## src/rtl/fetch_ctrl.sv

```systemverilog
// fetch_ctrl
//   Fetch sequencer between instruction memory and decode. Owns the fetch PC,
//   issues at most one instruction-memory request per cycle over a req/gnt
//   handshake and buffers returned words in a 2-entry FIFO so decode
//   back-pressure never drops an instruction. A redirect flushes everything
//   buffered or in flight and restarts fetch at the new PC.
//
// Parameters
//   RESET_PC        fetch PC loaded on reset (word aligned)
// Ports
//   clk             clock, rising edge
//   reset           asynchronous, active-high reset
//   enable          1 = may issue fetches; 0 = stop issuing, keep draining
//   redirect_valid  single-cycle redirect strobe
//   redirect_pc     new fetch PC (bits [1:0] ignored)
//   imem_req        fetch request
//   imem_addr       byte address of requested word (= fetch PC)
//   imem_gnt        memory accepts request when imem_req && imem_gnt
//   imem_rdata      instruction word, valid 1 cycle after acceptance
//   if_valid        FIFO head valid toward decode
//   if_ready        decode pops the head when if_valid && if_ready
//   if_pc           PC of the FIFO head
//   if_instr        instruction word of the FIFO head
module fetch_ctrl #(
    parameter logic [31:0] RESET_PC = 32'h0000_0000
) (
    input  logic        clk,
    input  logic        reset,
    input  logic        enable,
    input  logic        redirect_valid,
    input  logic [31:0] redirect_pc,
    output logic        imem_req,
    output logic [31:0] imem_addr,
    input  logic        imem_gnt,
    input  logic [31:0] imem_rdata,
    output logic        if_valid,
    input  logic        if_ready,
    output logic [31:0] if_pc,
    output logic [31:0] if_instr
);

    typedef enum logic {
        IDLE,
        RUN
    } state_t;

    state_t      r_state;
    logic [31:0] r_fetch_pc;
    logic        r_inflight;
    logic [31:0] r_inflight_pc;
    logic [31:0] r_fifo_pc    [2];
    logic [31:0] r_fifo_instr [2];
    logic [1:0]  r_count;
    logic        r_rd_ptr;
    logic        r_wr_ptr;

    logic        w_pop;
    logic        w_push;
    logic        w_req;
    logic        w_accept;
    logic [2:0]  w_occ;
    logic        w_unused_lsbs;

    // Redirect targets are forced word aligned; the low bits carry no meaning.
    assign w_unused_lsbs = ^redirect_pc[1:0];

    assign if_valid = (r_count != 2'd0);
    assign if_pc    = r_fifo_pc[r_rd_ptr];
    assign if_instr = r_fifo_instr[r_rd_ptr];

    assign w_pop  = if_valid && if_ready;
    assign w_push = r_inflight && !redirect_valid;

    // Occupancy after this cycle's pop, counting the word still in flight.
    // Issuing only while it is below 2 guarantees the returning word always
    // finds a free FIFO slot, so no overflow handling is needed.
    assign w_occ    = {1'b0, r_count} + {2'b00, r_inflight} - {2'b00, w_pop};
    assign w_req    = (r_state == RUN) && !redirect_valid && (w_occ < 3'd2);
    assign w_accept = w_req && imem_gnt;

    assign imem_req  = w_req;
    assign imem_addr = r_fetch_pc;

    always_ff @(posedge clk or posedge reset) begin
        if (reset) begin
            r_state         <= IDLE;
            r_fetch_pc      <= RESET_PC;
            r_inflight      <= 1'b0;
            r_inflight_pc   <= '0;
            r_fifo_pc[0]    <= '0;
            r_fifo_pc[1]    <= '0;
            r_fifo_instr[0] <= '0;
            r_fifo_instr[1] <= '0;
            r_count         <= '0;
            r_rd_ptr        <= 1'b0;
            r_wr_ptr        <= 1'b0;
        end else begin
            r_state <= enable ? RUN : IDLE;

            if (redirect_valid) begin
                // Flush wins over any pop or response arriving this cycle.
                r_fetch_pc <= {redirect_pc[31:2], 2'b00};
                r_inflight <= 1'b0;
                r_count    <= '0;
                r_rd_ptr   <= 1'b0;
                r_wr_ptr   <= 1'b0;
            end else begin
                if (w_accept) begin
                    r_fetch_pc    <= r_fetch_pc + 32'd4;
                    r_inflight_pc <= r_fetch_pc;
                end
                r_inflight <= w_accept;

                if (w_push) begin
                    r_fifo_pc[r_wr_ptr]    <= r_inflight_pc;
                    r_fifo_instr[r_wr_ptr] <= imem_rdata;
                    r_wr_ptr               <= r_wr_ptr + 1'b1;
                end
                if (w_pop) begin
                    r_rd_ptr <= r_rd_ptr + 1'b1;
                end
                r_count <= r_count + {1'b0, w_push} - {1'b0, w_pop};
            end
        end
    end

endmodule

```

## config.mk

```make
export PLATFORM = sky130hd
export DESIGN_NAME = fetch_ctrl
export DESIGN_NICKNAME = d
export VERILOG_FILES = /design/src/rtl/fetch_ctrl.sv
export SDC_FILE = /design/constraint.sdc
export NUM_CORES = 1
export LEC_CHECK = 0
export ABC_AREA = 1
export ABC_CLOCK_PERIOD_IN_PS = 8600
export CAP_MARGIN = 20
export CORE_UTILIZATION = 40
export CTS_BUF_LIST = sky130_fd_sc_hd__clkbuf_4
export DETAILED_ROUTE_END_ITERATION = 8
export GPL_TIMING_DRIVEN = 0
export SLEW_MARGIN = 20
export SYNTH_ARGS = -nofsm -noshare
export SYNTH_HDL_FRONTEND = slang
export SYNTH_SLANG_ARGS = --single-unit
```

## constraint.sdc

```tcl
create_clock -name clk -period 8.6 [get_ports clk]
set_clock_uncertainty 0.2 [all_clocks]
set_input_delay 1.72 -clock clk [delete_from_list [all_inputs] [get_ports clk]]
set_output_delay 1.72 -clock clk [all_outputs]
set_load 0.01 [all_outputs]
```

==> flow_summary.json <==
{
  "violations": "DRC",
  "cts_buffer_depth": 2,
  "die_area_sq_um": 23100,
  "grt_pass1_wl_mm": 39.8,
  "final_cell_mix": "nand2_1 (505), dfrtp_1 (190), clkdlybuf4s50_1 (160)",
  "power_mw": 3.13,
  "clkTransAtPathRegs_ns": 0.13,
  "rsz0062_at_grt": "no",
  "cap_violations": 0,
  "remaining_drc_errors": 22,
  "postCtsSetupBuffers": 0,
  "finalHoldWorstSlack_ns": 0.300,
  "cp_max_fo": 3,
  "worst-setup-path-type": "in2out",
  "die_x_um": 152,
  "cpMostUsedCell": "nand2_1",
  "ir_drop_v": 0.0000877,
  "cts_resized": 0,
  "seq_area_frac_synth": 0.528,
  "hold_buffers": 0,
  "dp_slack_ns": 2.57,
  "netlist_top_cells_area": "dfrtp_1 (53%), nand2_1 (21%), o21ai_0 (6.4%), inv_1 (5.0%), nand3_1 (4.3%)",
  "clock_latency_ns": 0.58,
  "vias_per_cell": 4.74,
  "ant_nets": 0,
  "dp_hpwl_mm": 17.7,
  "setup_viol": 0,
  "start_kind": "primary input",
  "place_congestion": 0.913,
  "finalCritPeriodShare": 0.706,
  "cts-root-buf": "clkbuf_4",
  "die_y_um": 152,
  "grt_overflow": 0,
  "synth_seq_cells": 190,
  "tightestPinTransition_ns": 0.815,
  "ys_types": 28,
  "slew_viol_final": 0,
  "fmax_mhz": 165,
  "final_common_cell": "nand2_1",
  "syn_area_sq_um": 9000,
  "port_buffers": 160,
  "hold_viol_final": 0,
  "powerDensity_nw_per_um2": 276,
  "hold_class": "reg2reg",
  "cts_buffers": 17,
  "synth.top_cell.area_share": 0.528,
  "dpl-instance-area_sq_um": 11000,
  "cp-end-kind": "output pin",
  "cts_tree": "done",
  "areaGrowthSynthToFinish_pct": 26.2,
  "yosys.area.top_type": "dfrtp_1",
  "power_leakage_nw": 5.62,
  "grt_start_max_net_pins": 68,
  "critPathSlowestCell": "fa_1",
  "antenna_found_initial": 1,
  "setup_slack_ns": 2.53,
  "worstPathArrival_ns": 4.15,
  "rows": 54,
  "required_ns": 6.68,
  "start_util": 0.410,
  "drtIter0Drc": 456,
  "totalWireLength_mm": 24.3,
  "grt_use_total": 0.217,
  "via_count": 7869,
  "clock-sinks": 190,
  "slew_headroom": 0.456,
  "drive_gt1_frac": 0.0595,
  "grt_pass1_vias": 7432,
  "final_area_sq_um": 11400,
  "status": "finished with violations",
  "core_sq_um": 22000,
  "layout.nets": 1440,
  "cts-htree-levels": 4,
  "min_period_ns": 6.07,
  "slowest_delay_ns": 0.55,
  "ys.warnings.count": 0,
  "synth_cells": 1182,
  "avgSynthCellArea_sq_um": 7.61,
  "routedWlPerCell_um": 14.6,
  "io_pins": 168,
  "cp_cell_sequence": "clkdlybuf4s50_1 > nand2_1 > inv_1 > nand2_1 > o21ai_0 > nand2_1 > fa_1 > nand2_1 > nor2_1 > nand2_1 > inv_1 > clkdlybuf4s50_1",
  "dr.pass1.iters": 7
}
-- report_power, final --
group          internal [mW]  total, mW  leakage (nW)  switching, mW
combinational          0.575       1.19          2.98          0.612
clock                  0.234      0.545         0.166          0.310
sequential              1.20       1.40          2.47          0.199
-- state kept, by name, indices dropped and copies added (netlist names) --
signal         flops
r_rd_ptr           1
r_state            1
imem_addr         30
r_inflight_pc     30
r_wr_ptr           1
r_count            2
r_fifo_pc         60
r_fifo_instr      64
r_inflight         1
-- synthesized netlist by cell type --
master,number
nand3_2,1
or2_2,2
clkbuf_2,1
nand2_1,505
fa_1,1
inv_1,121
o21ai_2,3
a21oi_1,2
or2_1,1
o21ai_1,47
nand2_2,3
nor2_2,5
xnor2_1,2
conb_1,1
inv_2,2
o21ai_0,115
dfrtp_1,190
clkinv_4,1
buf_2,17
buf_4,4
clkbuf_1,30
and2_1,1
nand3_1,77
buf_6,8
ha_1,3
xor2_1,1
nor2_4,1
nor2_1,37
-- worst max-delay path, delay by kind of cell --
| kind | cells | cell delay [ns] |
|---|---|---|
| and+or+nand+nor | 6 | 0.57 |
| AOI/OAI and AO/OA | 1 | 0.09 |
| buffers and inverters | 4 | 1.21 |
| adders and majority gates | 1 | 0.55 |
-- final timing paths --
check / start / to / slack [ns] / cells past startpoint
min in group asynchronous: reset / r_fifo_instr[18]$_DFFE_PP0P_ / 1.34 / 2
max in group asynchronous: reset / r_inflight_pc[11]$_DFFE_PP0P_ / 5.82 / 4
worst min-delay path: r_fifo_pc[62]$_DFFE_PP0P_ / r_fifo_pc[62]$_DFFE_PP0P_ / 0.30 / 2
worst max-delay path: if_ready / imem_req / 2.53 / 12
worst max register to register: r_count[1]$_DFF_PP0_ / imem_addr[9]$_DFFE_PP0P_ / 5.51 / 12
worst min register to register: r_fifo_pc[62]$_DFFE_PP0P_ / r_fifo_pc[62]$_DFFE_PP0P_ / 0.30 / 2
-- stage by stage --
stage | utilization | cells | setup TNS (ns)
after floorplan | - | 1185 | 0
after global placement | 0.499 | 1625 | -213.40
after detailed placement | 0.502 | 1627 | 0
after CTS | 0.517 | 1659 | 0
after global routing | 0.517 | 1661 | 0
final | 0.517 | 1661 | 0
-- area by class of cell --
class	count	area, sq um
Tap cell	280	350
Timing Repair Buffer	162	1660
Fill cell	2200	10600
Sequential cell	190	4750
Multi-Input combinational cell	811	3460
Clock inverter	14	191
Clock buffer	18	135
Antenna cell	2	5.00
Inverter	124	478
Buffer	60	323
-- per-layer routing --
layer  share of wire  global-route usage  up-vias
met5               0                   0        -
met4           0.017              0.0700        0
met3           0.046              0.0291       28
met2            0.46               0.344      188
met1            0.48               0.309     3622
li1                -                   -     4031
-- kinds of logic (layout without fill, tap and decap cells) --
logic type,count (synthesis),in the layout,synth area share
AO/OA/AOI/OAI,167,167,0.0941
other,1,6,0.000417
AND/OR/NAND/NOR,633,633,0.280
flip-flops,190,190,0.528
buffers and inverters,184,378,0.0882
adder cells (fa/ha/maj),4,4,0.00640
XOR/XNOR,3,3,0.00292
Power figures use the tool's default switching activity.
